$ cat config.mk
export PLATFORM = sky130hd
export DESIGN_NAME = wb_commit_unit
export DESIGN_NICKNAME = d
export VERILOG_FILES = /design/src/rtl/riscv_pkg.sv /design/src/rtl/load_align_ext.sv /design/src/rtl/wb_commit_unit.sv
export SDC_FILE = /design/constraint.sdc
export NUM_CORES = 1
export LEC_CHECK = 0
export CAP_MARGIN = 5
export CORE_ASPECT_RATIO = 0.7
export CORE_MARGIN = 2
export CORE_UTILIZATION = 40
export CTS_BUF_LIST = sky130_fd_sc_hd__clkbuf_16
export DETAILED_ROUTE_END_ITERATION = 8
export DONT_BUFFER_PORTS = 1
export GPL_ROUTABILITY_DRIVEN = 1
export PLACE_DENSITY = 0.54
export SETUP_SLACK_MARGIN = 0.15
export SYNTH_ARGS = -nofsm -noshare
export SYNTH_HDL_FRONTEND = slang
export SYNTH_SLANG_ARGS = --single-unit
$ cat constraint.sdc
create_clock -name clk -period 2.85 [get_ports clk]
set_input_delay 0.285 -clock clk [delete_from_list [all_inputs] [get_ports clk]]
set_output_delay 0.285 -clock clk [all_outputs]
set_load 0.05 [all_outputs]
$ cat src/rtl/riscv_pkg.sv
// Shared RV decode constants and write-back source selection.
package riscv_pkg;

    localparam logic [6:0] OPC_LOAD      = 7'b0000011;
    localparam logic [6:0] OPC_STORE     = 7'b0100011;
    localparam logic [6:0] OPC_BRANCH    = 7'b1100011;
    localparam logic [6:0] OPC_JAL       = 7'b1101111;
    localparam logic [6:0] OPC_JALR      = 7'b1100111;
    localparam logic [6:0] OPC_OP        = 7'b0110011;
    localparam logic [6:0] OPC_OP_IMM    = 7'b0010011;
    localparam logic [6:0] OPC_OP_32     = 7'b0111011;
    localparam logic [6:0] OPC_OP_IMM_32 = 7'b0011011;
    localparam logic [6:0] OPC_LUI       = 7'b0110111;
    localparam logic [6:0] OPC_AUIPC     = 7'b0010111;
    localparam logic [6:0] OPC_SYSTEM    = 7'b1110011;
    localparam logic [6:0] OPC_MISC_MEM  = 7'b0001111;

    localparam logic [2:0] F3_LB  = 3'b000;
    localparam logic [2:0] F3_LH  = 3'b001;
    localparam logic [2:0] F3_LW  = 3'b010;
    localparam logic [2:0] F3_LD  = 3'b011;
    localparam logic [2:0] F3_LBU = 3'b100;
    localparam logic [2:0] F3_LHU = 3'b101;
    localparam logic [2:0] F3_LWU = 3'b110;

    typedef enum logic [1:0] {WB_NONE, WB_ALU, WB_MEM, WB_PC4} wb_sel_e;

    // Write-back source from opcode; the 32-bit-op groups only exist on RV64.
    function automatic wb_sel_e decode_wb_sel(input logic [6:0] opc, input logic rv64);
        wb_sel_e sel;
        sel = WB_NONE;
        case (opc)
            OPC_LOAD:                             sel = WB_MEM;
            OPC_JAL, OPC_JALR:                    sel = WB_PC4;
            OPC_OP, OPC_OP_IMM, OPC_LUI, OPC_AUIPC: sel = WB_ALU;
            OPC_OP_32, OPC_OP_IMM_32:             sel = rv64 ? WB_ALU : WB_NONE;
            default:                              sel = WB_NONE;
        endcase
        return sel;
    endfunction

endpackage

$ cat src/rtl/load_align_ext.sv
// Shifts the addressed byte lane down and sign/zero-extends it; flags bad funct3 or misalignment.
module load_align_ext
    import riscv_pkg::*;
#(
    parameter int unsigned XLEN = 32
) (
    input  logic [2:0]                    funct3,
    input  logic [$clog2(XLEN/8)-1:0]     offset,
    input  logic [XLEN-1:0]               mem_rdata,
    output logic [XLEN-1:0]               ext_data,
    output logic                          err
);
    localparam int unsigned OFF_W = $clog2(XLEN/8);

    logic [XLEN-1:0] shifted;
    logic [2:0]      off3;

    assign shifted = mem_rdata >> {offset, 3'b000};
    assign off3    = 3'(offset);

    always_comb begin
        ext_data = '0;
        err      = 1'b0;
        case (funct3)
            F3_LB:  ext_data = XLEN'($signed(shifted[7:0]));
            F3_LBU: ext_data = XLEN'(shifted[7:0]);
            F3_LH: begin
                err      = off3[0];
                ext_data = XLEN'($signed(shifted[15:0]));
            end
            F3_LHU: begin
                err      = off3[0];
                ext_data = XLEN'(shifted[15:0]);
            end
            F3_LW: begin
                err      = (off3[1:0] != 2'b00);
                ext_data = XLEN'($signed(shifted[31:0]));
            end
            F3_LWU: begin
                err      = (XLEN != 64) || (off3[1:0] != 2'b00);
                ext_data = XLEN'(shifted[31:0]);
            end
            F3_LD: begin
                err      = (XLEN != 64) || (off3 != 3'b000);
                ext_data = shifted;
            end
            default: err = 1'b1;
        endcase
    end

endmodule

$ cat src/rtl/wb_commit_unit.sv
// Write-back/commit stage: selects and registers the register-file write, counts retired instructions.
module wb_commit_unit
    import riscv_pkg::*;
#(
    parameter int unsigned XLEN       = 32,
    parameter int unsigned REG_ADDR_W = 5,
    parameter int unsigned CNT_W      = 32
) (
    input  logic                  clk,
    input  logic                  rst,
    input  logic                  in_valid,
    output logic                  in_ready,
    input  logic                  hold,
    input  logic [31:0]           fetched_instruction,
    input  logic [XLEN-1:0]       alu_result,
    input  logic [XLEN-1:0]       mem_rdata,
    input  logic [XLEN-1:0]       pc,
    input  logic                  reg_write_enable,
    output logic                  rf_we,
    output logic [REG_ADDR_W-1:0] rf_waddr,
    output logic [XLEN-1:0]       rf_wdata,
    output logic                  load_err,
    output logic [CNT_W-1:0]      instret
);
    localparam int unsigned OFF_W = $clog2(XLEN/8);

    logic            acc_c;
    logic [6:0]      opcode_c;
    logic [4:0]      rd_c;
    logic [2:0]      funct3_c;
    wb_sel_e         sel_c;
    logic [XLEN-1:0] ld_data_c;
    logic            ld_bad_c;
    logic            ld_err_c;
    logic [XLEN-1:0] wdata_c;
    logic            we_c;
    logic            unused_instr_c;

    assign in_ready = ~hold;
    assign acc_c    = in_valid & ~hold;

    assign opcode_c = fetched_instruction[6:0];
    assign rd_c     = fetched_instruction[11:7];
    assign funct3_c = fetched_instruction[14:12];
    assign unused_instr_c = ^fetched_instruction[31:15];

    assign sel_c = decode_wb_sel(opcode_c, (XLEN == 64));

    load_align_ext #(.XLEN(XLEN)) u_load_align_ext (
        .funct3    (funct3_c),
        .offset    (alu_result[OFF_W-1:0]),
        .mem_rdata (mem_rdata),
        .ext_data  (ld_data_c),
        .err       (ld_bad_c)
    );

    // Load errors only matter for actual loads.
    assign ld_err_c = (sel_c == WB_MEM) & ld_bad_c;

    always_comb begin
        wdata_c = alu_result;
        case (sel_c)
            WB_MEM:  wdata_c = ld_data_c;
            WB_PC4:  wdata_c = pc + XLEN'(4);
            default: wdata_c = alu_result;
        endcase
    end

    assign we_c = acc_c & reg_write_enable & (sel_c != WB_NONE) & (rd_c != 5'd0) & ~ld_err_c;

    // Registered write port, which also serves as the WB-to-EX forwarding source.
    always_ff @(posedge clk or posedge rst) begin
        if (rst) begin
            rf_we    <= 1'b0;
            rf_waddr <= '0;
            rf_wdata <= '0;
            load_err <= 1'b0;
            instret  <= '0;
        end else begin
            rf_we    <= we_c;
            load_err <= acc_c & ld_err_c;
            if (we_c) begin
                rf_waddr <= REG_ADDR_W'(rd_c);
                rf_wdata <= wdata_c;
            end
            if (acc_c) begin
                instret <= instret + CNT_W'(1);
            end
        end
    end

endmodule

==> flow_summary_export.csv, run 1 <==
group,metric,value,unit
cells_and_area,area.growth.synth_to_final,15.1,%
timing,skew,0.00495,ns
route,firstDrtPassIters,5,
timing,finalCritPeriodShare,0.753,
floorplan,num_rows,32,
cts,clkLatencyLatePin,0.33,ns
yosys,synth_most_common_cell,"dfrtp_1",
worst_setup_path,cp_max_fo,5,
timing,tightest_slew,0.727,ns
yosys,synth.avg_cell_area,9.12,um^2
floorplan,io_pins,205,
worst_hold_path,min_from,"fetched_instruction[10]",
worst_setup_path,endpoint_kind,"flop",
grt,grt_pass1_vias,4042,
cts,cts_tree,"done",
yosys,synth.area.top_cells,"dfrtp_1, xnor2_1, nor2_1",
yosys,yosysWarningCount,0,
cells_and_area,fillCellCount,1111,
floorplan,die_width,132,um
yosys,syn-instance-count,502,
route,wl_per_cell,22.1,um
worst_setup_path,worstReg2RegStart,"instret[21]$_DFFE_PP0P_",
cts,ctsHoldBuffers,1,
cells_and_area,layout.nets,655,
cts,root_buffer,"clkbuf_16",
grt,track_usage,0.247,
placement,numPortBuffers,0,
timing,finalCriticalPeriod,2.15,ns
pwr,p_per_area,657,nW/um^2
grt,grt_max_degree,45,
timing,finalSetupViolCount,0,
placement,place.gp.congestion,0.840,
worst_setup_path,cp.required,3.10,ns
cts,clock_sinks,71,
pwr,power_leakage,2.15,nW
yosys,synthArstFlopShare,1.00,
yosys,synth_area,4580,um^2
worst_setup_path,worstRegToRegCells,4,
route,routed_wirelength,15000,um
worst_setup_path,path_class,"reg2reg",
worst_hold_path,worstHoldPathCells,1,
timing,finalSetupTns,0,ns
cells_and_area,final_cell_area,5270,um^2
floorplan,initial_core_util,0.413,
yosys,yosysUniqueCellTypes,58,
cts,numCtsBuffers,9,
worst_hold_path,min_to,"rf_waddr[3]$_DFFE_PP0P_",
cts,clkTransAtPathRegs,0.06,ns
worst_setup_path,r2r_end,"instret[30]$_DFFE_PP0P_",
timing,fmax,466,MHz
timing,whs,0.0963,ns
cells_and_area,drive_gt1_frac,0.152,
route,ant_nets,0,
timing,rsz0062_at_grt,"no",
yosys,yosysSeqAreaShare,0.388,
worst_setup_path,rrSetupSlack,0.70,ns
grt,gr-total-overflow,0,
worst_hold_path,hp-class,"in2reg",
worst_setup_path,worstPathArrival,2.40,ns
placement,dpl_cell_area,4940,um^2
route,drc_errors,0,
worst_setup_path,start_kind,"flop",
floorplan,fp.dieH,93.5,um
yosys,synth_nets,637,
pwr,ir_worst_vdd,0.299,mV
grt,antenna_found_initial,0,
placement,hpwl,11600,um
route,drt_iter0_markers,295,
yosys,synth_top_area_cell,"dfrtp_1",
route,avgViaCountPerCell,6.17,
floorplan,core_area,11100,um^2
yosys,ys_ff_latch,71,
yosys,synth_edf_count,0,
yosys,synthTopCellsByCount,"dfrtp_1, nor2_1, nand2_1",
yosys,synth_top_area_frac,0.388,
cts,cts_buffer_depth,2,
timing,hold_violations,0,
route,vias,4184,
grt,grt_pass1_wl,23500,um
cts,cts_setup_buffers,0,
yosys,synth_ff_type,"dfrtp_1",
cts,htree_levels,3,
timing,slew_violations,0,
pwr,totalPowerFinal,3.46,mW
run,maxCapViolCount,0,
outcome,status,"finished clean",
cells_and_area,diodes,0,
cts,cts-resized-gates,0,
floorplan,die-area,12300,um^2
timing,slew_headroom,0.511,
-- state kept, by name (all words and copies together) (netlist names) --
register and cells:
rf_waddr 5, rf_we 1, load_err 1, rf_wdata 32, instret 32
-- power by group --
part | internal (mW) | switching (mW) | leakage, nW | total, mW
Sequential | 1.15 | 0.480 | 0.942 | 1.63
Combinational | 0.231 | 0.376 | 1.06 | 0.607
Clock | 0.769 | 0.461 | 0.154 | 1.23
-- area by class of cell --
type | count | area [um^2] | area share
multi-input combinational | 390 | 2630 | 0.500
sequential | 71 | 1780 | 0.337
timing repair buffer | 37 | 305 | 0.0579
clock buffer | 9 | 225 | 0.0427
tap | 153 | 191 | 0.0363
clock inverter | 7 | 96.3 | 0.0183
inverter | 11 | 41.3 | 0.00783
-- placed cells by master, fill, tap and decap left out, types with 17 or more instances in the layout --
cell	count
a21oi_1	18
a22oi_1	17
buf_4	34
dfrtp_1	71
nand2_1	33
nand3_1	25
nor2_1	43
nor3_1	21
o21ai_0	20
xnor2_1	29
-- cells by family after synthesis --
group,after synthesis,share of synthesized area
xor gates and xnor gates,44,0.0842
DFF,71,0.388
adders and majority gates,2,0.00546
AOI/OAI and AO/OA,131,0.201
buffers and inverters,41,0.0396
and+or+nand+nor,189,0.223
muxes,24,0.0590
-- stage by stage --
stage	util	cells	worst slack (ns)
floorplan	-	502	0.513
global placement	0.445	661	0.564
detailed placement	0.445	661	0.493
CTS	0.475	678	0.701
global route	0.475	678	0.601
finish	0.475	678	0.703
-- metal layers --
layer,vias up,GRT usage,part of all wire
li1,1939,-,-
met4,0,0.0571,0.011
met5,-,0,0
met2,187,0.368,0.43
met3,14,0.0900,0.093
met1,2044,0.341,0.46
-- critical path: stages (launching register included) --
cell	delay, ns
dfrtp_1	0.69
and4_1	0.42
or4b_2	0.63
nor2b_1	0.16
xor2_1	0.17
-- worst max-delay path by stage --
| stage | startpoint | end | slack (ns) |
|---|---|---|---|
| 4_1_cts | instret[4]$_DFFE_PP0P_ | instret[30]$_DFFE_PP0P_ | 0.70 |
| 5_1_grt | instret[4]$_DFFE_PP0P_ | instret[30]$_DFFE_PP0P_ | 0.60 |
| 3_5_place_dp | in_valid | rf_wdata[18]$_DFFE_PP0P_ | 0.49 |
| 6_report | instret[21]$_DFFE_PP0P_ | instret[30]$_DFFE_PP0P_ | 0.70 |
| 3_3_place_gp | in_valid | rf_wdata[29]$_DFFE_PP0P_ | 0.56 |
| 2_1_floorplan | instret[0]$_DFFE_PP0P_ | instret[30]$_DFFE_PP0P_ | 0.51 |
Power figures use the tool's default switching activity.
==> inputs of run 2 (changes only) <==
- PLACE_DENSITY: 0.54 -> 0.56
- clock period: 2.85 -> 1.88 ns (I/O delays scaled with it)
==> flow_summary_export.csv, run 2 (same netlist as run 1, synthesis figures left out) <==
group,metric,value,unit
cells_and_area,most-common-layout-cells,"dfrtp_1, buf_4, nor2_1",
cells_and_area,top_regs,"instret (32), rf_wdata (32), rf_waddr (5)",
route,avgViaCountPerCell,6.05,
floorplan,core_area,11100,um^2
timing,finalSetupViolCount,0,
floorplan,io_pins,205,
placement,place_ws,-0.0465,ns
worst_setup_path,worstRegToRegCells,8,
worst_setup_path,cp.required,2.14,ns
timing,rsz0062_at_grt,"yes",
cells_and_area,layout.nets,692,
worst_hold_path,hp-class,"in2reg",
worst_setup_path,endpoint_kind,"flop",
cts,htree_levels,3,
worst_hold_path,worstHoldPathCells,3,
cells_and_area,fillCellCount,1060,
timing,skew,0.00544,ns
worst_setup_path,worstPathArrival,2.03,ns
placement,dpl_cell_area,5260,um^2
cells_and_area,final_cell_area,5790,um^2
grt,grt_pass1_vias,4230,
floorplan,fp.dieH,93.5,um
cells_and_area,area.growth.synth_to_final,26.5,%
floorplan,die_width,132,um
pwr,ir_worst_vdd,0.560,mV
cells_and_area,diodes,0,
pwr,p_per_area,904,nW/um^2
cts,root_buffer,"clkbuf_16",
placement,numPortBuffers,0,
worst_setup_path,cp_max_fo,3,
floorplan,num_rows,32,
timing,finalCriticalPeriod,1.77,ns
worst_setup_path,path_class,"reg2reg",
grt,grt_pass1_wl,24100,um
floorplan,die-area,12300,um^2
cts,clkTransAtPathRegs,0.06,ns
route,drt_iter0_markers,301,
grt,track_usage,0.257,
run,maxCapViolCount,0,
timing,hold_violations,0,
route,drc_errors,0,
cts,cts_tree,"done",
placement,hpwl,12300,um
grt,grt_max_degree,52,
pwr,power_leakage,2.36,nW
cts,numCtsBuffers,9,
route,wl_per_cell,22.2,um
cts,cts_buffer_depth,2,
route,vias,4325,
timing,tightest_slew,0.651,ns
cts,clkLatencyLatePin,0.34,ns
timing,finalCritPeriodShare,0.940,
route,routed_wirelength,15900,um
timing,layout_setup_ws,0.114,ns
outcome,status,"finished clean",
cts,clock_sinks,71,
grt,antenna_found_initial,0,
timing,slew_violations,0,
timing,slew_headroom,0.565,
floorplan,initial_core_util,0.413,
cells_and_area,drive_gt1_frac,0.267,
placement,place.gp.congestion,0.840,
timing,fmax,566,MHz
route,firstDrtPassIters,5,
grt,gr-total-overflow,0,
worst_setup_path,start_kind,"flop",
route,ant_nets,0,
## run 2: worst max-delay path, stage by stage, from the launching register on
cell     delay, ns
dfrtp_2       0.38
buf_8         0.16
and2_4        0.16
nand4_1       0.17
buf_4         0.20
nor3_2        0.12
buf_4         0.17
and3_4        0.18
xor2_1        0.14
## run 2: cell type report
type                       instances  area (um^2)  share of cell area
timing repair buffer              73          651               0.112
clock buffer                       9          225              0.0389
tap                              153          191              0.0331
clock inverter                     7         73.8              0.0127
sequential                        71         1800               0.310
multi-input combinational        391         2810               0.485
inverter                          11         45.0             0.00778
## run 2: timing repair
| action | in CTS | in global routing |
|---|---|---|
| endpoints found under the hold margin | 29 | 0 |
| buffers inserted | 5 | 1 |
| setup endpoints to repair | 10 | 24 |
| cloned | 0 | 1 |
| pin swaps | 4 | 8 |
| gates resized for setup | 6 | 17 |
| hold buffers | 7 | 0 |
## run 2: layer usage
metal | routed length, um | part of all wire | GRT usage
met3 | 1790 | 0.11 | 0.104
met1 | 6990 | 0.44 | 0.349
met5 | 0 | 0 | 0
met2 | 6960 | 0.44 | 0.384
met4 | 118 | 0.0074 | 0.0571
## run 2: final timing paths
kind	slack (ns)	end	from
max reg2reg	0.11	instret[21]$_DFFE_PP0P_	instret[0]$_DFFE_PP0P_
min reg2reg	0.65	instret[0]$_DFFE_PP0P_	instret[0]$_DFFE_PP0P_
max in group asynchronous	0.92	rf_wdata[25]$_DFFE_PP0P_	rst
min in group asynchronous	0.42	instret[12]$_DFFE_PP0P_	rst
max	0.11	instret[21]$_DFFE_PP0P_	instret[0]$_DFFE_PP0P_
min	0.07	rf_wdata[12]$_DFFE_PP0P_	pc[12]
## run 2: per-stage QoR
stage               total power [mW]  hold WS (ns)  utilization  TNS [ns]  std cells
finish                          5.23        0.0702        0.522         0        715
global route                    5.45        0.0889        0.522         0        715
CTS                             5.24        0.0595        0.513         0        713
detailed placement              3.46         0.177        0.475    -0.306        685
global placement                3.43         0.172        0.475         0        685
floorplan                       3.19         0.337            -    -0.252        502
## run 2: where the power goes
group / switching (mW) / leakage (nW) / total [mW] / internal (mW)
combinational: 0.592 / 1.30 / 1.01 / 0.419
sequential: 0.747 / 0.919 / 2.49 / 1.75
clock: 0.700 / 0.139 / 1.73 / 1.03
